$ cat config.mk
export PLATFORM = sky130hd
export DESIGN_NAME = divisor_restador
export DESIGN_NICKNAME = d
export VERILOG_FILES = /design/src/rtl/divisor_restador.sv
export SDC_FILE = /design/constraint.sdc
export NUM_CORES = 1
export LEC_CHECK = 0
export BUFFER_PORTS_ARGS = -buffer_cell sky130_fd_sc_hd__buf_2
export CAP_MARGIN = 20
export CORE_MARGIN = 2
export CORE_UTILIZATION = 52
export DETAILED_ROUTE_END_ITERATION = 10
export HOLD_SLACK_MARGIN = 0.03
export PLACE_DENSITY = 0.74
export SYNTH_ARGS = -nofsm -noshare
export SYNTH_HDL_FRONTEND = slang
export SYNTH_SLANG_ARGS = --single-unit
$ cat constraint.sdc
create_clock -name clk -period 2.9 [get_ports clk]
set_input_delay 0.435 -clock clk [delete_from_list [all_inputs] [get_ports clk]]
set_output_delay 0.435 -clock clk [all_outputs]
set_load 0.02 [all_outputs]
$ cat src/rtl/divisor_restador.sv
// Sequential unsigned restoring divider: one trial subtraction per clock,
// start/busy/done handshake, results held until the next completed division.
module divisor_restador #(
  parameter int WIDTH = 8
) (
  input  logic             clk,
  input  logic             rst,
  input  logic             start,
  input  logic [WIDTH-1:0] a,
  input  logic [WIDTH-1:0] b,
  output logic             busy,
  output logic             done,
  output logic [WIDTH-1:0] quotient,
  output logic [WIDTH-1:0] remainder,
  output logic             div_by_zero
);

  localparam int CW = $clog2(WIDTH + 1);

  typedef enum logic [1:0] {IDLE, CALC, FIN} state_t;

  state_t           state, state_n;
  logic [WIDTH-1:0] q, q_n, d, d_n;
  logic [WIDTH:0]   r, r_n;
  logic [CW-1:0]    cnt, cnt_n;
  logic             busy_n, done_n, dz_n;
  logic [WIDTH-1:0] quo_n, rem_n;

  // shifted partial remainder / quotient and the trial subtraction
  logic [WIDTH:0]   r_sh, trial;
  logic [WIDTH-1:0] q_sh, q_it;
  logic [WIDTH:0]   r_it;

  always_comb begin
    r_sh  = {r[WIDTH-1:0], q[WIDTH-1]};
    q_sh  = {q[WIDTH-2:0], 1'b0};
    trial = r_sh - {1'b0, d};
    if (!trial[WIDTH]) begin
      r_it = trial;
      q_it = q_sh | {{(WIDTH-1){1'b0}}, 1'b1};
    end else begin
      r_it = r_sh;
      q_it = q_sh;
    end
  end

  always_ff @(posedge clk) begin
    if (rst) begin
      state       <= IDLE;
      q           <= '0;
      d           <= '0;
      r           <= '0;
      cnt         <= '0;
      busy        <= 1'b0;
      done        <= 1'b0;
      quotient    <= '0;
      remainder   <= '0;
      div_by_zero <= 1'b0;
    end else begin
      state       <= state_n;
      q           <= q_n;
      d           <= d_n;
      r           <= r_n;
      cnt         <= cnt_n;
      busy        <= busy_n;
      done        <= done_n;
      quotient    <= quo_n;
      remainder   <= rem_n;
      div_by_zero <= dz_n;
    end
  end

  always_comb begin
    state_n = state;
    q_n     = q;
    d_n     = d;
    r_n     = r;
    cnt_n   = cnt;
    busy_n  = busy;
    done_n  = done;
    quo_n   = quotient;
    rem_n   = remainder;
    dz_n    = div_by_zero;
    case (state)
      IDLE: begin
        if (start) begin
          q_n     = a;
          d_n     = b;
          r_n     = '0;
          cnt_n   = CW'(WIDTH);
          busy_n  = 1'b1;
          state_n = (b == '0) ? FIN : CALC;
        end
      end
      CALC: begin
        q_n   = q_it;
        r_n   = r_it;
        cnt_n = cnt - 1'b1;
        // last iteration publishes results directly so done rises with FIN
        if (cnt == CW'(1)) begin
          state_n = FIN;
          quo_n   = q_it;
          rem_n   = r_it[WIDTH-1:0];
          dz_n    = 1'b0;
          done_n  = 1'b1;
        end
      end
      FIN: begin
        // done still low here only on the divide-by-zero path
        if (!done) begin
          quo_n  = '1;
          rem_n  = q;
          dz_n   = 1'b1;
          done_n = 1'b1;
        end else begin
          done_n  = 1'b0;
          busy_n  = 1'b0;
          state_n = IDLE;
        end
      end
      default: state_n = IDLE;
    endcase
  end

endmodule

# [Word-level counts from Yosys, hierarchy flattened]
# Index checks and enable logic that the tools add are counted.
[op_classes] div_mod_pow=0 addsub=2 n_mux=28 n_bitwise=0 n_shift=0 n_reduce_logical=11 n_lt_le_gt_ge=0 eq_ne=7 multipliers=0
[ops] op="$pmux W8 S2" count=4
[ops] op="$mux W8" count=7
[ops] op="$reduce_and A3 Y1" count=3
[ops] op="$sub A9 B8 Y9" count=1
[ops] op="$logic_not A8 Y1" count=1
[ops] op="$mux W2" count=4
[ops] op="$ne A2 B2 Y1 const B" count=4
[ops] op="$pmux W4 S2" count=1
[ops] op="$mux W1" count=7
[ops] op="$pmux W1 S2" count=3
[ops] op="$pmux W2 S3" count=1
[ops] op="$reduce_and A2 Y1" count=3
[ops] op="$reduce_bool A2 Y1" count=3
[ops] op="$eq A4 B1 Y1 const B" count=1
[ops] op="$mux W4" count=1
[ops] op="$sub A4 B1 Y4 const B" count=1
[ops] op="$eq A2 B1 Y1 const B" count=1
[ops] op="$eq A2 B2 Y1 const B" count=1
[ops] op="$logic_not A2 Y1" count=1
[totals] memories=0 out_inout_bits=19 latchBits=0 mem_bits_ro=0 regBits=49 ram_bits=0

# [Longest topological paths before layout]
[logic_depth] word_depth=4 mapped_depth=11

# [Worst setup path after synthesis]
# OpenSTA, ideal clock, no wires.
[synth_path] path_kind="flip-flop to flip-flop" start="reg q[7]" end="reg remainder[0]" path_slack_ps=329 t_required_ps=2805 stages_incl_launch_ff=11 setup_time_ps=95 path_buffers=0 synth_period_minus_slack_ps=2571 arrival_time_ps=2476 cell_sequence="dfxtp_1 inv_1 ha_1 inv_1 fa_1 a21o_2 a221oi_4 nor3b_2 a211oi_2 mux2_2 a221oi_1"
[synth_via] elab_chain_len=4
[synth_lines] element="start: declaration" line_no="23" rtl="logic [WIDTH-1:0] q, q_n, d, d_n;"
[synth_lines] element="start signal: assignment" line_no="61" rtl="q <= q_n;"
[synth_lines] element="$sub A9 B8 Y9" line_no="37" rtl="trial = r_sh - {1'b0, d};"
[synth_lines] element="$mux W8 (*)" line_no="38" rtl="if (!trial[WIDTH]) begin"
[synth_lines] element="$mux W8 (*)" line_no="100" rtl="if (cnt == CW'(1)) begin"
[synth_lines] element="$pmux W8 S2 (*)" line_no="84" rtl="case (state)"
[synth_lines] element="end signal: assignment" line_no="68" rtl="remainder <= rem_n;"
[synth_lines] element="end: declaration" line_no="14" rtl="output logic [WIDTH-1:0] remainder,"
# Mark *: on every way between the ends. The rest lies on a longest branch, timed or not. The select of a mux whose other input is x is not followed.
# A chain may end at the register's enable or synchronous reset.

# [Worst setup path after layout]
[layout_path] start="reg q[7]" end="reg remainder[1]"
[layout_via] elab_chain_len=4
[layout_lines] element="$sub A9 B8 Y9" line_no="37"
[layout_lines] element="$mux W8" line_no="38"
[layout_lines] element="$mux W8" line_no="100"
[layout_lines] element="$pmux W8 S2" line_no="84"
# Every way passes these cells. The select of a mux whose other input is x is not followed.

==> impl_metrics.tcl <==
set metrics [dict create \
    met3_length_um 231 \
    syn_area_per_cell_um2 8.44 \
    cts_hold_buf 0 \
    status "finished clean" \
    die-height_um 72.9 \
    layout.cells.non_filler 384 \
    m1WireLength_um 2670 \
    grt_pass1_vias 2016 \
    grt_use_total_pct 23.3 \
    cts_tree "built" \
    crit_top_cell "inv_1" \
    n_antenna_cell 0 \
    final_util_pct 60.5 \
    synth_top_area_share_pct 39.8 \
    core_region_area_um2 4660 \
    syn_area_um2 2460 \
    cp_max_fo 9 \
    via_per_inst 5.68 \
    start_util_pct 52.9 \
    seqCellArea_um2 981 \
    hold_viol 0 \
    slew_viol_final 0 \
    synthToLayoutAreaGrowth_pct 14.5 \
    synth_ff_type "dfxtp_1" \
    relSlewSlack_pct 46.2 \
    antenna_found_initial 0 \
    placed_cells 375 \
    tns_ns 0 \
    top_layer "met4" \
    die_width_um 72.9 \
    path_delay_family "compound AO/OA/AOI/OAI gates" \
    cts.sinks 49 \
    gp_congestion 0.838 \
    die-area_um2 5310 \
    synth_most_common_cell "nor2_1" \
    h-tree-depth 2 \
    port_buffers 37 \
    dpl-instance-area_um2 2700 \
    drt_iter0_drc 116 \
    seq_area_frac_synth_pct 39.8 \
    row_count 25 \
    path_clk_slew_ns 0.09 \
    path_buf_inv 3 \
    drive_above_1_share_pct 20.0 \
    endpoint_kind "register" \
    synthCells 292 \
    p_per_area_nw_per_um2 662 \
    drcViolationCount 0 \
    grt_max_degree 45 \
    clock_latency_ns 0.30 \
    synth_area_leader_cell "dfxtp_1" \
    drt-pass1-iter-count 4 \
    gr-total-overflow 0 \
    async_flop_share_pct 0 \
    ir_worst_vdd_uv 346 \
    pre_cts_ws_ns 0.0968 \
    whs_ns 0.389 \
    cts_root_buffer "clkbuf_8" \
    numCtsBuffers 5 \
    wire_per_inst_um 14.9 \
    synth_edf_count 0 \
    hpwl_um 4200 \
    fin_nets 359 \
    finalWorstSetupSlack_ns 0.151 \
    period_minus_slack_ns 2.75 \
    syn_nets 322 \
    dr_wl_met2_um 2720 \
    design.portCount 38 \
    vias 2180 \
    synth_seq_cells 49 \
    critical_path_arrival_ns 2.90 \
    ant_nets 0 \
    crit_slowest_cell "fa_1" \
    yosysUniqueCellTypes 45 \
    hold_path.class "in -> reg" \
    yosys_warnings 0 \
    crit_path_cell_trace "inv_1, ha_1, inv_1, fa_1, a21o_2, a221oi_4, nor3b_2, a211oi_2, buf_4, mux2i_1, a221oi_2" \
    setup_viol 0 \
    multi_input_area_um2 1380 \
    worst_ep_required_time_ns 3.06 \
    synth.area.top_cells "dfxtp_1 40%, nor2_1 7.8%, mux2i_1 6.1%" \
    min_period_over_period_pct 94.8 \
    finalPower_mw 1.87 \
    grt_pass1_wl_um 9610 \
    leakagePower_nw 1.19 \
    synth_commonest_cells "51 x nor2_1, 49 x dfxtp_1, 24 x nor3_1" \
    fmax_ghz 0.364 \
    clk_path_buf_depth 2 \
    drt_wl_total_um 5720 \
    fill_cells 427 \
    maxCapViolCount 0 \
    finClkSkew_ns 0.00803 \
    crit_type "reg -> reg" \
    final_area_um2 2820 \
    critPathLaunchType "register" \
    crit_path_max_incr_delay_ns 0.41 \
    worst_pin_slew_ns 0.808 \
]
worst paths after layout:
path	to	slack (ns)	depth (start not counted)	from
worst max-delay path	remainder[1]$_SDFFE_PP0P_	0.15	11	q[7]$_SDFFE_PP0P_
worst min-delay path	d[2]$_SDFFE_PP0P_	0.39	3	b[2]
worst max register to register	remainder[1]$_SDFFE_PP0P_	0.15	11	q[7]$_SDFFE_PP0P_
worst min register to register	remainder[1]$_SDFFE_PP0P_	0.48	2	remainder[1]$_SDFFE_PP0P_
flip-flops by register name (all words and copies together) (netlist names):
signal       count
state            2
cnt              4
div_by_zero      1
remainder        8
q                8
done             1
busy             1
d                8
quotient         8
r                8
report_power, final:
part | internal [mW] | total [mW] | switching [mW]
Clock | 0.259 | 0.487 | 0.228
Combinational | 0.266 | 0.590 | 0.324
Sequential | 0.737 | 0.791 | 0.0546
Total | 1.26 | 1.87 | 0.606
routing by layer:
layer,track usage [%],vias to the layer above
met2,36.2,49
met5,0,-
met1,33.1,1019
met4,6.38,0
met3,4.28,11
li1,-,1101
layout make-up:
type	instances	share of cell area [%]
Timing Repair Buffer	44	8.43
Clock buffer	6	2.57
Tap cell	54	2.39
Multi-Input combinational cell	216	48.7
Sequential cell	49	34.8
Inverter	13	1.73
Clock inverter	2	1.37
what timing repair did:
item                                   in CTS  in global routing
endpoints found under the hold margin       0                  0
gates resized for setup                     0                  0
setup endpoints to repair                   0                 11
buffers inserted                            0                  1
worst min-delay path, stage by stage:
cell and delay [ns]:
buf_2 0.09, mux2i_1 0.06, nor2_1 0.07
kinds of logic (layout without fill, tap and decap cells):
family	after synthesis	after routing	share of synthesized area, %
AO/OA/AOI/OAI	64	64	18.4
XOR/XNOR	5	5	1.78
adder cells (fa/ha/maj)	11	11	5.89
buffers and inverters	27	65	4.42
flip-flops	49	49	39.8
multiplexers	17	17	7.00
AND/OR/NAND/NOR	119	119	22.7
cell usage in the layout, fill, tap and decap left out, drive strengths merged:
master,Yosys,final
nor2b,8,8
a2111oi,1,1
and3,5,5
inv,13,13
o21a,3,3
a21oi,18,18
a21o,3,3
o21ai,13,13
nor3b,2,2
nand2,17,17
mux2i,15,15
clkinv,0,1
or3b,3,3
o41a,1,1
ha,10,10
a221oi,3,3
nor3,24,24
a211o,1,1
nor2,51,51
or2,1,1
xnor2,4,4
nand2b,5,5
clkbuf,11,6
a311oi,1,1
a211oi,8,8
o211ai,2,2
a222oi,1,1
fa,1,1
xor2,1,1
bufinv,0,1
a31oi,1,1
a22oi,2,2
buf,3,44
nor4,2,2
o22ai,4,4
mux2,2,2
nand3,1,1
o2111a,1,1
o311ai,1,1
dfxtp,49,49
(Power assumes the default switching activity.)
